## config.mk

```make
export PLATFORM = sky130hd
export DESIGN_NAME = norm_feed_accum
export DESIGN_NICKNAME = d
export VERILOG_FILES = /design/src/rtl/norm_feed_pkg.sv /design/src/rtl/norm_feed_lane.sv /design/src/rtl/norm_feed_accum.sv
export SDC_FILE = /design/constraint.sdc
export NUM_CORES = 1
export LEC_CHECK = 0
export BUFFER_PORTS_ARGS = -buffer_cell sky130_fd_sc_hd__buf_2
export CAP_MARGIN = 20
export CORE_MARGIN = 3
export CORE_UTILIZATION = 53
export CTS_BUF_LIST = sky130_fd_sc_hd__clkbuf_2 sky130_fd_sc_hd__clkbuf_4 sky130_fd_sc_hd__clkbuf_8
export DETAILED_ROUTE_END_ITERATION = 7
export PLACE_DENSITY = 0.79
export SYNTH_ARGS = -nofsm -noshare
export SYNTH_HDL_FRONTEND = slang
export SYNTH_SLANG_ARGS = --single-unit
export TNS_END_PERCENT = 100
```

## constraint.sdc

```tcl
create_clock -name clk -period 2.4 [get_ports clk]
set_input_delay 0 -clock clk [delete_from_list [all_inputs] [get_ports clk]]
set_output_delay 0 -clock clk [all_outputs]
set_load 0.01 [all_outputs]
```

## src/rtl/norm_feed_pkg.sv

```systemverilog
// rtl/norm_feed_pkg.sv - shared output width, clamp limits and FSM state type for norm_feed_accum
package norm_feed_pkg;

  localparam int OUT_W = 16;
  localparam logic signed [OUT_W-1:0] SAT_MAX = 16'sh7FFF;
  localparam logic signed [OUT_W-1:0] SAT_MIN = 16'sh8000;

  typedef enum logic {
    IDLE = 1'b0,
    ACC  = 1'b1
  } state_e;

endpackage

```

## src/rtl/norm_feed_lane.sv

```systemverilog
// rtl/norm_feed_lane.sv - one channel: accumulator, window-end add and 16-bit reduction
// Reduction clamps when NORM_FEED_SAT_EN is defined, otherwise wraps to the 16 LSBs.
module norm_feed_lane
  import norm_feed_pkg::*;
#(
  parameter int IN_W  = 12,
  parameter int ACC_W = 15
) (
  input  logic                    clk,
  input  logic                    rst_n,
  input  logic                    clr_i,
  input  logic                    accept_i,
  input  logic                    last_i,
  input  logic signed [IN_W-1:0]  sample_i,
  output logic signed [OUT_W-1:0] dout_o,
  output logic                    sat_o
);

  logic signed [ACC_W-1:0] acc_q, acc_d, sum;
  logic signed [OUT_W-1:0] dout_q, dout_d, red;
  logic                    sat_q, sat_d, red_sat;

  assign sum = acc_q + ACC_W'(sample_i);

`ifdef NORM_FEED_SAT_EN
  // One guard bit above OUT_W keeps the overflow slice legal for narrow accumulators.
  localparam int EXT_W = (ACC_W > OUT_W) ? ACC_W : OUT_W + 1;
  logic signed [EXT_W-1:0] sum_ext;
  logic                    ovf;

  assign sum_ext = EXT_W'(sum);
  assign ovf     = (sum_ext[EXT_W-1:OUT_W-1] != {(EXT_W-OUT_W+1){sum_ext[EXT_W-1]}});
  assign red     = ovf ? (sum_ext[EXT_W-1] ? SAT_MIN : SAT_MAX) : sum_ext[OUT_W-1:0];
  assign red_sat = ovf;
`else
  assign red     = OUT_W'(sum);
  assign red_sat = 1'b0;
`endif

  always_comb begin
    acc_d  = acc_q;
    dout_d = dout_q;
    sat_d  = sat_q;
    if (clr_i) begin
      acc_d = '0;
    end else if (accept_i) begin
      if (last_i) begin
        acc_d  = '0;
        dout_d = red;
        sat_d  = red_sat;
      end else begin
        acc_d = sum;
      end
    end
  end

  always_ff @(posedge clk or negedge rst_n) begin
    if (!rst_n) begin
      acc_q  <= '0;
      dout_q <= '0;
      sat_q  <= 1'b0;
    end else begin
      acc_q  <= acc_d;
      dout_q <= dout_d;
      sat_q  <= sat_d;
    end
  end

  assign dout_o = dout_q;
  assign sat_o  = sat_q;

endmodule

```

## src/rtl/norm_feed_accum.sv

```systemverilog
// rtl/norm_feed_accum.sv - windowed two-channel accumulator feeding a normalizer (option: NORM_FEED_SAT_EN)
module norm_feed_accum
  import norm_feed_pkg::*;
#(
  parameter int WIN  = 8,
  parameter int IN_W = 12
) (
  input  logic                   clk,
  input  logic                   rst_n,
  input  logic                   clr,
  input  logic                   in_valid,
  input  logic signed [IN_W-1:0] in_1,
  input  logic signed [IN_W-1:0] in_2,
  output logic                   nd,
  output logic signed [15:0]     dout_1,
  output logic signed [15:0]     dout_2,
  output logic                   sat_flag
);

  localparam int CNT_W = $clog2(WIN);
  localparam int ACC_W = IN_W + CNT_W;

  state_e           state_q, state_d;
  logic [CNT_W-1:0] cnt_q, cnt_d;
  logic             nd_q;
  logic             accept, last;
  logic             sat_1, sat_2;

  assign accept = in_valid & ~clr;
  assign last   = accept & (cnt_q == CNT_W'(WIN - 1));

  always_comb begin
    state_d = state_q;
    cnt_d   = cnt_q;
    case (state_q)
      IDLE: if (accept) state_d = ACC;
      ACC:  if (clr || last) state_d = IDLE;
    endcase
    if (clr || last) begin
      cnt_d = '0;
    end else if (accept) begin
      cnt_d = cnt_q + CNT_W'(1);
    end
  end

  // nd is registered from the window-end cycle, so a clr arriving one cycle later cannot cancel it.
  always_ff @(posedge clk or negedge rst_n) begin
    if (!rst_n) begin
      state_q <= IDLE;
      cnt_q   <= '0;
      nd_q    <= 1'b0;
    end else begin
      state_q <= state_d;
      cnt_q   <= cnt_d;
      nd_q    <= last;
    end
  end

  norm_feed_lane #(.IN_W(IN_W), .ACC_W(ACC_W)) u_lane_1 (
    .clk      (clk),
    .rst_n    (rst_n),
    .clr_i    (clr),
    .accept_i (accept),
    .last_i   (last),
    .sample_i (in_1),
    .dout_o   (dout_1),
    .sat_o    (sat_1)
  );

  norm_feed_lane #(.IN_W(IN_W), .ACC_W(ACC_W)) u_lane_2 (
    .clk      (clk),
    .rst_n    (rst_n),
    .clr_i    (clr),
    .accept_i (accept),
    .last_i   (last),
    .sample_i (in_2),
    .dout_o   (dout_2),
    .sat_o    (sat_2)
  );

  assign nd       = nd_q;
  assign sat_flag = sat_1 | sat_2;

endmodule

```

==> flow_summary.yaml <==
floorplanning:
  io_pins: 62
  start_util_pct: 55.52
  fp-row-count: 29
  die_h_um: 88.26
  core-area_sq_um: 6459
  fp.dieW_um: 88.26
  dieArea_sq_um: 7789
worst_setup_path:
  end_kind: "flop"
  required_ns: 2.64
  start_kind: "flop"
  critical_path_arrival_ns: 2.55
  critPathMaxFanout: 5
  worstSetupPathType: "flop to flop"
clock_network:
  cts_htree_levels: 3
  ctsRootBufferMaster: "clkbuf_8"
  cts_tree: "yes"
  clkLatencyLatePin_ns: 0.34
  path_clk_slew_ns: 0.07
  numCtsBuffers: 9
  cts_sinks: 64
  clockBufferDepth: 2
power_and_ir_drop:
  pwr_density_cell_nw_per_um2: 713.3
  max-vdd-ir-drop_mv: 0.5673
  internal_power_mw: 2.093
  p_sw_share_pct: 31.42
  total_power_mw: 3.052
  pwr-share-seq_pct: 40.0
  p_sw_mw: 0.9590
  power_frac_comb_pct: 28.4
  clock_power_share_pct: 31.6
  leakage_nw: 2.250
sta:
  fin_worst_skew_ns: 0.006097
  setup_viol: 0
  period_needed_ns: 2.319
  period_share_pct: 96.61
  hold_viol_final: 0
  fmax_mhz: 431.3
  worstMarginPinSlew_ns: 0.7732
  final_max_slew_viol_count: 0
  max_slew_margin_pct: 48.40
  tns_ns: 0
worst_hold_path:
  hp-class: "primary input to flop"
yosys:
  synth_ff_type: "dfrtp_1"
  synth_area_leaders: "dfrtp_1 45%, ha_1 10%, nand2_1 7.1%, o21ai_0 6.8%, xor2_1 3.2%"
  synth_nets: 426
  yosys_warnings: 0
  ys_ff_latch: 64
  yosysSeqAreaShare_pct: 44.66
  synthArstFlopShare_pct: 100.0
  avgSynthCellArea_sq_um: 9.798
  netlist_area_sq_um: 3586
  synth_cells: 366
  ys_types: 48
  synth_largest_area_cell: "dfrtp_1"
  synth_edf_count: 0
  synth_top_area_share_pct: 44.66
layout:
  fill_cells: 511
  multiInputGateArea_sq_um: 1954
  seq_area_sq_um: 1602
  drive_above_1_share_pct: 24.37
  syn_to_final_growth_pct: 19.33
  diodes: 0
  finalNetCount: 494
  fin_util_pct: 66.25
global_route:
  grt_max_degree: 39
  grt_pass1_wl_um: 13320
  grt-ovfl-total: 0
  grt_pass1_vias: 3003
  antenna_found_initial: 0
  grt_use_total_pct: 21.82
route:
  vias: 2948
  viasPerCell: 5.713
  totalWireLength_um: 7965
  antenna_left: 0
  drt_iter0_markers: 112
  drt_first_pass_iters: 4
  wire_per_inst_um: 15.44
  drcViolationCount: 0
outcome:
  status: "completed"
place:
  io_buffers: 60
  gp_congestion: 0.8370
  dp_hpwl_um: 5693
run:
  timing.max_cap.violations: 0
[synth_stat cells (2+ instances only)]
cell,count
nand3_1,7
xnor2_1,12
a22o_1,10
xor2_1,13
ha_1,30
mux2_2,3
a211oi_1,3
dfrtp_1,64
a21o_1,14
nand2b_1,3
nor2_1,12
o21bai_1,3
clkbuf_1,11
o21a_4,2
fa_1,2
nand2_1,68
buf_4,3
nand4_1,2
o21a_1,2
o21ai_0,49
a21oi_1,19
o31ai_1,2
nor2b_1,3
inv_1,5
[state kept, by name, indices dropped and copies added (netlist names)]
name             flops
cnt_q                3
u_lane_2.dout_o     15
u_lane_1.dout_o     15
u_lane_1.acc_q      15
nd                   1
u_lane_2.acc_q      15
[area by class of cell]
type,instances,area share [%]
clock buffer,13,3.889
clock inverter,3,0.9357
inverter,6,0.5263
multi-input combinational,282,45.67
sequential,64,37.43
tap,77,2.251
timing repair buffer,71,9.298
[logic make-up after synthesis]
kind of cell               after synthesis  share of synthesized area [%]
AOI/OAI and AO/OA                      119                          21.95
DFF                                     64                          44.66
muxes                                    4                          1.221
xor gates and xnor gates                25                          6.106
buffers and inverters                   20                          2.407
adders and majority gates               32                          11.58
and+or+nand+nor                        101                          11.97
other                                    1                         0.1046
[per-layer routing]
metal  routed length, um  vias to the layer above  global-route usage (%)  part of all wire, %
met5                   0                        -                       0                    0
met4                 117                        0                   9.066                  1.5
met3                 416                       13                   4.749                  5.2
met2                4011                       79                   37.32                   50
met1                3418                     1419                   26.72                   43
li1                    -                     1437                       -                    -
[final timing paths]
| check | startpoint | endpoint | slack (ns) | depth (start not counted) |
|---|---|---|---|---|
| max in group asynchronous | rst_n | u_lane_2.dout_o[2]$_DFFE_PN0P_ | 1.56 | 3 |
| min in group asynchronous | rst_n | u_lane_2.dout_o[14]$_DFFE_PN0P_ | 0.15 | 2 |
| min reg2reg | u_lane_2.dout_o[0]$_DFFE_PN0P_ | u_lane_2.dout_o[0]$_DFFE_PN0P_ | 0.48 | 2 |
| min | in_2[0] | u_lane_2.dout_o[0]$_DFFE_PN0P_ | 0.01 | 4 |
| max | u_lane_1.acc_q[5]$_DFFE_PN0P_ | u_lane_1.acc_q[14]$_DFFE_PN0P_ | 0.08 | 8 |
| max reg2reg | u_lane_1.acc_q[5]$_DFFE_PN0P_ | u_lane_1.acc_q[14]$_DFFE_PN0P_ | 0.08 | 8 |
[worst max-delay path, cell delays in order, from the launching register on]
cell and delay (ns):
dfrtp_1 0.39, ha_1 0.41, and3_1 0.24, a221oi_4 0.08, o21a_4 0.25, o21a_4 0.23
o311ai_4 0.31, o221ai_1 0.14, nor2b_1 0.16
[stage by stage]
step	worst slack (ns)	cells	instance area, sq um	hold WS [ns]
detailed placement	-0.03278	498	4001	-0.01131
global route	-0.0001565	516	4279	0.04559
global placement	0.06187	498	4001	-0.01144
CTS	0.04703	515	4227	0.008697
floorplan	0.1406	366	3586	-0.2956
finish	0.08126	516	4279	0.009982
[cells in the final DEF, fill, tap and decap left out, types with 2 or more instances in the layout]
master    instances
nand2_1          68
dfrtp_1          64
buf_2            60
o21ai_0          49
ha_1             29
a21oi_1          18
a21o_1           14
xor2_1           13
xnor2_1          11
clkbuf_8         11
a22o_1           10
nor2_1           10
buf_4             9
nand3_1           7
inv_1             5
nor2b_1           3
a211oi_1          3
o21bai_1          3
nand2b_1          3
mux2_2            3
o21a_4            2
nand4_1           2
nor2_2            2
o21a_1            2
clkbuf_4          2
clkinv_2          2
[power groups by stage]
| stage | Clock [mW] | Combinational [mW] | Sequential [mW] |
|---|---|---|---|
| finish | 0.966 | 0.867 | 1.22 |
| floorplan | 0 | 0.621 | 1.22 |
| global placement | 0 | 0.789 | 1.23 |
| detailed placement | 0 | 0.815 | 1.24 |
| global route | 1.03 | 0.968 | 1.23 |
| CTS | 0.980 | 0.834 | 1.22 |
[what timing repair did]
item	in CTS	in global routing
pin swaps	2	3
gates resized for setup	2	8
endpoints found under the hold margin	20	0
endpoints found under the setup margin	1	9
hold buffers	1	0
cloned	0	0
setup buffers	0	1
(Power assumes the default switching activity.)
